File: src/rtl/piso_arb_ctrl.sv
// Two-requester round-robin front end for a PISO shifter: grants one word,
// pulses load/ack, then frames WIDTH serial bits followed by GAP idle cycles.
module piso_arb_ctrl #(
  parameter int WIDTH = 4,
  parameter int GAP   = 1
) (
  input  logic                       clk,
  input  logic                       rst,
  input  logic [1:0]                 req,
  input  logic [WIDTH-1:0]           data0,
  input  logic [WIDTH-1:0]           data1,
  output logic [1:0]                 ack,
  output logic                       load,
  output logic [WIDTH-1:0]           parallel_in,
  output logic                       bit_valid,
  output logic [$clog2(WIDTH)-1:0]   bit_idx,
  output logic                       src_id,
  output logic                       busy,
  output logic                       done
);

  // state | meaning
  // IDLE  | waiting for a request; grants on the edge a req bit is seen
  // LOAD  | one cycle: load=1, ack to owner, parallel_in = held word
  // SHIFT | WIDTH cycles of frame bits, bit_idx 0..WIDTH-1
  // GAP   | GAP idle cycles before returning to IDLE
  typedef enum logic [1:0] {S_IDLE, S_LOAD, S_SHIFT, S_GAP} state_t;

  localparam int IDX_W = $clog2(WIDTH);
  localparam logic [IDX_W-1:0] IDX_LAST = IDX_W'(WIDTH - 1);
  localparam logic [3:0]       GAP_LOAD = (GAP > 0) ? 4'(GAP - 1) : 4'd0;

  state_t           state, state_nxt;
  logic [WIDTH-1:0] hold_word;
  logic [3:0]       gap_cnt;
  logic             last_grant;
  logic             grant_id;
  logic             last_bit;
  logic             gap_end;

  // A lone request always wins; on a tie the pointer hands it to the other side.
  assign grant_id = (req == 2'b11) ? ~last_grant : req[1];
  assign last_bit = (bit_idx == IDX_LAST);
  assign gap_end  = (gap_cnt == 4'd0);

  always_ff @(posedge clk or posedge rst) begin
    if (rst) state <= S_IDLE;
    else     state <= state_nxt;
  end

  always_comb begin
    state_nxt = state;
    case (state)
      S_IDLE:  if (|req) state_nxt = S_LOAD;
      S_LOAD:  state_nxt = S_SHIFT;
      S_SHIFT: if (last_bit) state_nxt = (GAP > 0) ? S_GAP : S_IDLE;
      S_GAP:   if (gap_end) state_nxt = S_IDLE;
      default: state_nxt = S_IDLE;
    endcase
  end

  always_ff @(posedge clk or posedge rst) begin
    if (rst) begin
      hold_word  <= '0;
      src_id     <= 1'b0;
      last_grant <= 1'b1;
      bit_idx    <= '0;
      gap_cnt    <= 4'd0;
      done       <= 1'b0;
    end else begin
      done <= (state == S_SHIFT) && last_bit;
      case (state)
        S_IDLE: begin
          if (|req) begin
            hold_word  <= grant_id ? data1 : data0;
            src_id     <= grant_id;
            last_grant <= grant_id;
          end
        end
        S_SHIFT: begin
          if (last_bit) begin
            bit_idx <= '0;
            gap_cnt <= GAP_LOAD;
          end else begin
            bit_idx <= bit_idx + 1'b1;
          end
        end
        S_GAP: begin
          if (!gap_end) gap_cnt <= gap_cnt - 4'd1;
        end
        default: ;
      endcase
    end
  end

  // The hold register doubles as parallel_in so it keeps its value outside LOAD.
  assign parallel_in = hold_word;
  assign load        = (state == S_LOAD);
  assign ack         = {load & src_id, load & ~src_id};
  assign bit_valid   = (state == S_SHIFT);
  assign busy        = (state != S_IDLE);

endmodule

File: config.mk
export PLATFORM = sky130hd
export DESIGN_NAME = piso_arb_ctrl
export DESIGN_NICKNAME = d
export VERILOG_FILES = /design/src/rtl/piso_arb_ctrl.sv
export SDC_FILE = /design/constraint.sdc
export NUM_CORES = 1
export LEC_CHECK = 0
export ABC_AREA = 1
export CAP_MARGIN = 20
export CORE_UTILIZATION = 35
export DETAILED_ROUTE_END_ITERATION = 8
export PLACE_DENSITY = 0.63
export SYNTH_ARGS = -nofsm -noshare
export SYNTH_HDL_FRONTEND = slang
export SYNTH_SLANG_ARGS = --single-unit
File: constraint.sdc
create_clock -name clk -period 1.4 [get_ports clk]
set_clock_uncertainty 0.15 [all_clocks]
set_input_delay 0.28 -clock clk [delete_from_list [all_inputs] [get_ports clk]]
set_output_delay 0.28 -clock clk [all_outputs]
set_load 0.02 [all_outputs]
==> flow_summary_export.csv <==
group,metric,value,unit
critical_path,critical_path.max_stage_delay,0.39,ns
sta,worst_slew_margin_rel,79.2,%
logic_synthesis,syn-mean-instance-area,7.86,um^2
final_layout,insertedDiodeCount,0,
floorplanning,die_h,51.5,um
global_route,grt_start_max_net_pins,16,
global_route,globalRouteTotalUtil,16.8,%
power,switchingPower,1.32,mW
worst_hold_path,worst_hold_path_type,"input port to async pin",
global_route,grt_pass1_wl,3260,um
sta,timing.fmax,0.616,GHz
sta,finalMaxSlewViolations,0,
sta,layout_worst_path_cycle_share,116,%
placed_design,gp_congestion,0.782,
floorplanning,die-area,0.00265,mm^2
logic_synthesis,synth_seq_cells,15,
cts,clock_tree.buffer_depth,2,
floorplanning,initial_utilization,38.0,%
cts,cts_hold_buf,0,
critical_path,required,0.97,ns
logic_synthesis,synth_area,857,um^2
route,detail_route.wirelength,1920,um
critical_path,worstPathCellList,"inv_2, ha_2, inv_1, nor2_4, buf_6",
final_layout,post-route-cell-area,0.00132,mm^2
logic_synthesis,fraction_of_the_yosys_area_taken_by_sequential_cells,43.9,%
final_layout,layout.cells.non_filler,181,
power,static_power_due_to_leakage,0.695,nW
cts,cts-buffers-inserted,3,
status,failing_checks,"setup timing",
cts,tritoncts_num_sinks,15,
final_layout,fill_cells,206,
placed_design,place_hpwl,1420,um
floorplanning,ios,25,
logic_synthesis,yosys_warnings,0,
placed_design,place.port_buffers,24,
critical_path,endpoint_kind,"output pin",
route,dr.first_iter.drc_count,7,
critical_path,data_arrival_at_the_endpoint_of_the_critical_path,1.19,ns
final_layout,leading_cell_type_in_the_layout_fill_and_taps_excluded,"sky130_fd_sc_hd__nand2_1",
route,drt_pre_antenna_iters,4,
critical_path,cp_num_buf_inv,3,
floorplanning,rows,17,
placed_design,place_area,0.00127,mm^2
sta,setup_slack,-0.224,ns
sta,period_needed,1.62,ns
sta,timing.final.hold_violations,0,
logic_synthesis,mappedNetlistNets,128,
route,routed_wire_per_std_cell,10.6,um
critical_path,timing_worst_setup_path_type,"register to output pin",
route,drt.antenna.violating_nets,0,
global_route,antenna_violations_before_repair,0,
final_layout,final_cell_mix,"sky130_fd_sc_hd__nand2_1, sky130_fd_sc_hd__buf_4, sky130_fd_sc_hd__inv_1",
cts,tritoncts,"yes",
cts,ctsHtreeMaxLevel,1,
power,power-per-cell-area,2280,mW/mm^2
critical_path,startpoint_type,"register",
floorplanning,coreArea,0.00225,mm^2
placed_design,dp.cells,174,
job,cap_violations,0,
sta,setup-violations-final,17,
critical_path,critical-path-slowest-cell,"sky130_fd_sc_hd__dfrtp_1",
logic_synthesis,synth_cell_types,15,
status,status,"complete, but fails checks",
final_layout,post-route-util,58.4,%
critical_path,crit_fanout,3,
power,internal_power,1.69,mW
power,fraction_of_power_consumed_by_the_clock_network,8.4,%
route,vias_per_cell,4.57,
final_layout,final_layout_size_suffix_gt1_share,36.6,%
cts,clkTransAtPathRegs,0.09,ns
cts,cts_root_buf,"sky130_fd_sc_hd__clkbuf_4",
power,part_of_the_total_power_dissipated_in_combinational_logic,65.9,%
cts,worst_skew_pair.late_latency,0.29,ns
power,switching_part_of_the_total_power,43.8,%
final_layout,nets,173,
global_route,grt_remaining_overflow,0,
logic_synthesis,syn-instance-count,109,
route,route.vias.total,827,
route,drc,0,
placed_design,preCtsSetupSlack,-0.372,ns
floorplanning,die_x,51.5,um
sta,setup_repair_after_global_routing_missed_its_margin,"yes",
critical_path,timing.critical_path.max_delay_family,"flip-flops",
power,max-vdd-ir-drop,0.00124,V
sta,worstMarginPinSlew,0.312,ns
final_layout,area_grow_syn2layout,53.6,%
power,seq_power_share,25.7,%
global_route,via_count_of_the_first_global_routing_pass,781,
sequential cells by signal, indices dropped and copies added, names as in the netlist:
signal / count
bit_idx: 2
done: 1
gap_cnt: 4
last_grant: 1
parallel_in: 4
src_id: 1
state: 2
path summary, 6_finish.rpt:
check	from	endpoint	slack [ns]	cells past startpoint
setup reg to reg	state[0]$_DFFE_PP0P_	gap_cnt[3]$_DFFE_PP0P_	-0.20	9
hold / removal	rst	parallel_in[1]$_DFFE_PP0P_	0.14	3
min in group clk	last_grant$_DFFE_PP1P_	last_grant$_DFFE_PP1P_	0.33	2
setup / recovery	state[1]$_DFFE_PP0P_	ack[0]	-0.22	5
hold reg to reg	last_grant$_DFFE_PP1P_	last_grant$_DFFE_PP1P_	0.33	2
max in group asynchronous	rst	last_grant$_DFFE_PP1P_	0.71	3
tightest hold or removal path, stage by stage:
cell	delay (ns)
sky130_fd_sc_hd__clkdlybuf4s50_1	0.40
sky130_fd_sc_hd__inv_1	0.05
sky130_fd_sc_hd__buf_4	0.22
power by group through the flow:
stage          clock network, mW  logic (mW)  registers, mW
2_1_floorplan                  0       0.945          0.902
3_3_place_gp                   0        1.84          0.770
3_5_place_dp                   0        1.88          0.777
4_1_cts                    0.263        1.95          0.771
5_1_grt                    0.286        2.18          0.795
6_report                   0.253        1.98          0.771
routing by layer:
layer  track usage, %  wire (um)
met5                0          0
met4             8.11         41
met3             2.68         48
met2             28.4        949
met1             20.6        881
through the flow:
step	setup TNS, ns	hold WS, ns	power, mW
after global routing	-3.75	0.159	3.26
after global placement	-3.76	0.311	2.61
after detailed placement	-4.07	0.319	2.66
after CTS	-2.58	0.145	2.99
after floorplan	-0.102	0.0308	1.85
final	-2.47	0.144	3.00
Yosys cell counts, drive strengths merged:
cell type | n | area (um^2)
o21ai | 6 | 30.0
nand3 | 9 | 57.6
nor2 | 3 | 11.3
ha | 7 | 87.6
a21oi | 2 | 17.5
or2 | 5 | 33.8
nand2 | 40 | 150
nand4 | 2 | 12.5
dfrtp | 14 | 350
xor2 | 1 | 8.76
dfstp | 1 | 26.3
inv | 19 | 71.3
layout make-up:
class | count | area (um^2) | share of cell area, %
Timing Repair Buffer | 40 | 345 | 26.2
Multi-Input combinational cell | 75 | 460 | 35.0
Sequential cell | 15 | 378 | 28.7
Clock buffer | 4 | 26.3 | 2.00
Inverter | 19 | 71.3 | 5.42
Tap cell | 28 | 35.0 | 2.66
what timing repair did:
item | 4_1_cts | 5_1_grt
pin swaps | 5 | 8
gates resized for setup | 61 | 13
buffers inserted | 2 | 2
endpoints found under the setup margin | 26 | 25
logic make-up after synthesis:
group / Yosys count / synth area share [%]
fa+ha+maj: 7 / 10.2
buf+inv: 19 / 8.32
simple gates: 59 / 30.9
xor+xnor: 1 / 1.02
compound gates: 8 / 5.55
flops: 15 / 43.9
Note: power is estimated with default switching activity, not from simulation.
